$ cat config.mk
export PLATFORM = sky130hd
export DESIGN_NAME = mult_writeback_unit
export DESIGN_NICKNAME = d
export VERILOG_FILES = /design/src/rtl/mult_pkg.sv /design/src/rtl/decoder4to16.sv /design/src/rtl/mult_writeback_unit.sv
export SDC_FILE = /design/constraint.sdc
export NUM_CORES = 1
export LEC_CHECK = 0
export ABC_AREA = 1
export CORE_MARGIN = 5
export CORE_UTILIZATION = 60
export CTS_CLUSTER_DIAMETER = 200
export CTS_CLUSTER_SIZE = 14
export DETAILED_ROUTE_END_ITERATION = 6
export PLACE_DENSITY = 0.85
export SYNTH_ARGS = -nofsm -noshare
export SYNTH_HDL_FRONTEND = slang
export SYNTH_SLANG_ARGS = --single-unit
$ cat constraint.sdc
create_clock -name clk -period 3.8 [get_ports clk]
set_input_delay 0.95 -clock clk [delete_from_list [all_inputs] [get_ports clk]]
set_output_delay 0.95 -clock clk [all_outputs]
set_load 0.03 [all_outputs]
$ cat src/rtl/mult_pkg.sv
`default_nettype none
// +----------------------------------------------------------------+
// | mult_pkg: shared types and defaults for the multiply/writeback |
// | Revision: 1.0                                                  |
// +----------------------------------------------------------------+
package mult_pkg;

  localparam int WIDTH_DEF = 16;
  localparam int NREG_DEF  = 16;

  typedef logic [3:0] reg_idx_t;

  typedef enum logic [1:0] {
    IDLE  = 2'd0,
    MUL   = 2'd1,
    WR_LO = 2'd2,
    WR_HI = 2'd3
  } state_t;

endpackage
`default_nettype wire

$ cat src/rtl/decoder4to16.sv
`default_nettype none
// +----------------------------------------------------------------+
// | decoder4to16: one-hot register select with enable              |
// | Revision: 1.0                                                  |
// +----------------------------------------------------------------+
module decoder4to16
  import mult_pkg::*;
#(
  parameter int NREG = NREG_DEF
) (
  input  logic            en,
  input  reg_idx_t        idx,
  output logic [NREG-1:0] dec
);

  always_comb begin
    dec = '0;
    // Indices beyond the register count select nothing.
    if (en && (int'(idx) < NREG)) begin
      dec[idx] = 1'b1;
    end
  end

endmodule
`default_nettype wire

$ cat src/rtl/mult_writeback_unit.sv
`default_nettype none
// +----------------------------------------------------------------+
// | mult_writeback_unit: shift-add multiplier, two-word writeback  |
// | Revision: 1.0                                                  |
// +----------------------------------------------------------------+
module mult_writeback_unit
  import mult_pkg::*;
#(
  parameter int WIDTH = WIDTH_DEF,
  parameter int NREG  = NREG_DEF
) (
  input  logic             clk,
  input  logic             reset,
  input  logic             start,
  input  logic [WIDTH-1:0] srcA,
  input  logic [WIDTH-1:0] srcB,
  input  logic [3:0]       destLo,
  input  logic [3:0]       destHi,
  output logic             busy,
  output logic             done,
  output logic             regWrite,
  output logic [NREG-1:0]  decOut,
  output logic [WIDTH-1:0] writeData
);

  localparam int CW = $clog2(WIDTH) + 1;

  state_t             state;
  logic [2*WIDTH-1:0] acc;
  logic [2*WIDTH-1:0] mcand;
  logic [WIDTH-1:0]   mplier;
  logic [CW-1:0]      bit_cnt;
  reg_idx_t           dest_lo_q;
  reg_idx_t           dest_hi_q;
  logic               wr_active;
  reg_idx_t           sel_idx;

  always_ff @(posedge clk) begin
    if (reset) begin
      state     <= IDLE;
      acc       <= '0;
      mcand     <= '0;
      mplier    <= '0;
      bit_cnt   <= '0;
      dest_lo_q <= '0;
      dest_hi_q <= '0;
    end else begin
      case (state)
        IDLE: begin
          if (start) begin
            mcand     <= {{WIDTH{1'b0}}, srcA};
            mplier    <= srcB;
            dest_lo_q <= destLo;
            dest_hi_q <= destHi;
            acc       <= '0;
            bit_cnt   <= '0;
            state     <= MUL;
          end
        end
        MUL: begin
          // LSB-first: add the aligned multiplicand when the current bit is set.
          if (mplier[0]) begin
            acc <= acc + mcand;
          end
          mcand   <= mcand << 1;
          mplier  <= mplier >> 1;
          bit_cnt <= bit_cnt + 1'b1;
          if (bit_cnt == CW'(WIDTH - 1)) begin
            state <= WR_LO;
          end
        end
        WR_LO:   state <= WR_HI;
        WR_HI:   state <= IDLE;
        default: state <= IDLE;
      endcase
    end
  end

  assign busy      = (state != IDLE);
  assign done      = (state == WR_HI);
  assign wr_active = (state == WR_LO) || (state == WR_HI);
  assign regWrite  = wr_active;
  assign sel_idx   = (state == WR_HI) ? dest_hi_q : dest_lo_q;

  always_comb begin
    writeData = '0;
    case (state)
      WR_LO:   writeData = acc[WIDTH-1:0];
      WR_HI:   writeData = acc[2*WIDTH-1:WIDTH];
      default: writeData = '0;
    endcase
  end

  decoder4to16 #(
    .NREG (NREG)
  ) u_dec (
    .en  (wr_active),
    .idx (sel_idx),
    .dec (decOut)
  );

endmodule
`default_nettype wire
==> metrics.log <==
[metrics] cells after synthesis: 1,034
[metrics] fraction of the cycle the final worst path needs: 94.8%
[metrics] dominant register cell in the synthesized netlist: sky130_fd_sc_hd__dfxtp_1
[metrics] cell count after placement: ~1,200
[metrics] number of clock buffers inserted by TritonCTS: 9
[metrics] crit-path max FO: 11
[metrics] critical path launch point type: flip-flop
[metrics] multiplexer area fraction after synthesis: 0%
[metrics] result of the run: complete, no violations
[metrics] Slew headroom: 57.8%
[metrics] insertion delay of the later-clocked pin in the worst-skew pair: 0.40 ns
[metrics] Top Metal Used: met4
[metrics] post-synth top area cell: sky130_fd_sc_hd__dfxtp_1
[metrics] gp weighted congestion: 0.973
[metrics] number of antenna-violating nets in the routed design: 0
[metrics] Detail Route met3 WL: 1200 um
[metrics] WS Path Type: flip-flop to primary output
[metrics] I/O Pins: 78
[metrics] fmax: 278 MHz
[metrics] Pwr per Cell Area: 485 mW/mm^2
[metrics] n_diodes: 0
[metrics] total DRC errors in the routed layout: 0
[metrics] setup TNS: 0 ns
[metrics] proportion of synthesized chip area in sequential cells: 29.6%
[metrics] DRC violation total after the first TritonRoute iteration: between 400 and 500
[metrics] Total GRT Usage: 27.4%
[metrics] flop2flop setup slack: 1.38 ns
[metrics] Worst EP required: 2.85 ns
[metrics] capturing element type of the critical path: primary output
[metrics] root buffer cell: sky130_fd_sc_hd__clkbuf_8
[metrics] largest clock skew in the final design: 0.0128 ns
[metrics] WL per Instance: around 14 um
[metrics] share of the synthesized area in the top cell type: roughly 30%
[metrics] global-route wire length before repair: 28,800 um
[metrics] average footprint of a synthesized cell: 6.21 um^2
[metrics] Synth Warn #: 0
[metrics] share of the synthesized area in compound gates (AO/OA/AOI/OAI): between 15 and 20%
[metrics] top cells by instance count after synthesis: sky130_fd_sc_hd__nand2_1 (351), sky130_fd_sc_hd__inv_1 (131), sky130_fd_sc_hd__dfxtp_1 (95)
[metrics] Die ar.: 0.0129 mm^2
[metrics] total of endpoints with negative setup slack in the final report: 0
[metrics] met1 wire length: 7680 um
[metrics] number of buffers on the longest clock path: 2
[metrics] max-capacitance violation count: 0
[metrics] number of library cell types mapped by synthesis: 40
[metrics] share of the synthesized netlist area taken by xor and xnor gates: less than 1%
[metrics] unrepaired setup endpoints after global routing: no
[metrics] Pleak: 3.73 nW
[metrics] initial cell density of the core: between 60% and 70%
[metrics] ratio of cells with drive above 1 in the final layout: under 10%
[metrics] CTS tree: yes
[metrics] area added between synthesis and finish: 16.9%
[metrics] detailed-route via count: between 6,000 and 7,000
[metrics] combinational family with the most area after synthesis: simple AND/OR/NAND/NOR gates
[metrics] die outline height: 113 um
[metrics] Simple-Gate Fraction of Synth Area: about a third
[metrics] synthesized flop and latch total: 95
[metrics] H-tree depth reported by CTS: 3
[metrics] via count of the first global-routing pass: 6,190
[metrics] adder and majority gate portion of the synthesized area: under 10%
[metrics] first-pass detailed-route iteration total: 5
[metrics] min-delay worst type: flip-flop to flip-flop
[metrics] cell area after synthesis: 0.00642 mm^2
[metrics] WL final: 17,500 um
[metrics] amount of wire on met2 after detailed routing: 8210 um
[metrics] cell with the most instances after synthesis: sky130_fd_sc_hd__nand2_1
[metrics] Arr. time, crit path: 2.65 ns
[metrics] hold slack final: 0.474 ns
[metrics] Fin. Hold Viols: 0
[metrics] largest net degree at the start of global routing: 53
[metrics] Num Clock Sinks: 95
[metrics] width of the chip: 113 um
[metrics] Post-DP Area: 0.00723 mm^2
[metrics] estimated wirelength of the detail-placed design: 13,100 um
[metrics] syn nets: 1,116
[metrics] antenna violations before repair: 0
[metrics] Row Count: 37
[metrics] number of input and output port buffers inserted: 77
[metrics] slew at the pin closest to its max-slew limit: 0.632 ns
[metrics] total chip power: 3.64 mW
[metrics] final max-slew violation count: 0
[metrics] total grt overflow: 0
[metrics] Core Area: ~0.010 mm^2
[metrics] top cells by area, synth: sky130_fd_sc_hd__dfxtp_1 (30%), sky130_fd_sc_hd__nand2_1 (21%), sky130_fd_sc_hd__inv_1 (7.7%)
[metrics] Filler Cells Inserted: 918
[metrics] Final min period: 3.60 ns
[metrics] clock transition at the registers of the reported paths: 0.10 ns
[metrics] peak supply drop: 374 uV
[metrics] fraction of synthesis flops using an asynchronous set or reset pin: 0%
[metrics] final instance count without filler cells: 1,234
[metrics] net total in the final layout: 1,175
[metrics] number of flops mapped to enable cells by yosys: 0
[metrics] post-route cell area: about 0.0075 mm^2
[metrics] vias per std cell: 5.38
cell families (layout without fill, tap and decap cells):
family | after synthesis | count (layout)
XOR/XNOR | 2 | 2
AND/OR/NAND/NOR | 524 | 524
adder cells (fa/ha/maj) | 39 | 39
buffers and inverters | 176 | 240
flip-flops | 95 | 95
AO/OA/AOI/OAI | 198 | 198
layout by cell type, fill, tap and decap left out, types with 30 or more instances in the layout:
cell type	count
sky130_fd_sc_hd__inv_1	131
sky130_fd_sc_hd__a31oi_1	30
sky130_fd_sc_hd__o21ai_0	57
sky130_fd_sc_hd__a21oi_1	75
sky130_fd_sc_hd__nand2_1	351
sky130_fd_sc_hd__clkdlybuf4s50_1	64
sky130_fd_sc_hd__nand3_1	51
sky130_fd_sc_hd__ha_1	37
sky130_fd_sc_hd__nor2_1	78
sky130_fd_sc_hd__dfxtp_1	95
layout make-up:
type | instances | area (um^2) | share of cell area [%]
clock inverters | 6 | 97.6 | 1.30
well taps | 136 | 170 | 2.27
inverters | 138 | 518 | 6.91
multi-input cells | 763 | 3810 | 50.8
repair buffers | 86 | 863 | 11.5
flip-flops and latches | 95 | 1900 | 25.4
clock buffers | 10 | 138 | 1.83
through the flow:
step | util [%] | worst slack (ns)
after global routing | 72.3 | 0.0375
after floorplan | - | 0.923
final | 72.3 | 0.197
after detailed placement | 69.8 | 0.375
after CTS | 72.0 | 0.0597
after global placement | 69.8 | 0.508
registers in the layout (all words and copies together) (netlist names):
name,count
bit_cnt,5
mcand,32
dest_lo_q,4
acc,32
state,2
dest_hi_q,4
mplier,16
per-layer routing:
layer  up-vias  global-route usage, %
met1      2962                   35.6
met2       199                   45.7
li1       3439                      -
met4         0                   8.33
met5         -                      0
met3        33                   5.84
critical path: stages (launching register included):
cell,delay (ns)
sky130_fd_sc_hd__dfxtp_1,0.38
sky130_fd_sc_hd__ha_2,0.32
sky130_fd_sc_hd__inv_1,0.12
sky130_fd_sc_hd__or2_2,0.28
sky130_fd_sc_hd__o21ai_0,0.15
sky130_fd_sc_hd__nand3_1,0.21
sky130_fd_sc_hd__nor2_1,0.13
sky130_fd_sc_hd__clkdlybuf4s50_1,0.68
what timing repair did:
action / CTS / global route
endpoints found under the setup margin: 10 / 12
setup buffers: 0 / 0
cloned: 0 / 0
hold buffers: 0 / 0
resized for setup: 1 / 12
endpoints found under the hold margin: 0 / 0
final timing paths:
| check | startpoint | to | depth (start not counted) |
|---|---|---|---|
| worst max register to register | state[1]$_SDFFE_PP0P_ | state[0]$_SDFFE_PP0P_ | 6 |
| worst min-delay path | mplier[11]$_SDFFE_PP0P_ | mplier[10]$_SDFFE_PP0P_ | 2 |
| worst max-delay path | state[1]$_SDFFE_PP0P_ | decOut[11] | 7 |
| worst min register to register | mplier[11]$_SDFFE_PP0P_ | mplier[10]$_SDFFE_PP0P_ | 2 |
where the power goes:
group | total, mW | switching (mW) | internal, mW
Sequential | 1.34 | 0.146 | 1.20
Combinational | 1.49 | 1.02 | 0.463
Clock | 0.808 | 0.408 | 0.401
Note: power is estimated with default switching activity, not from simulation.
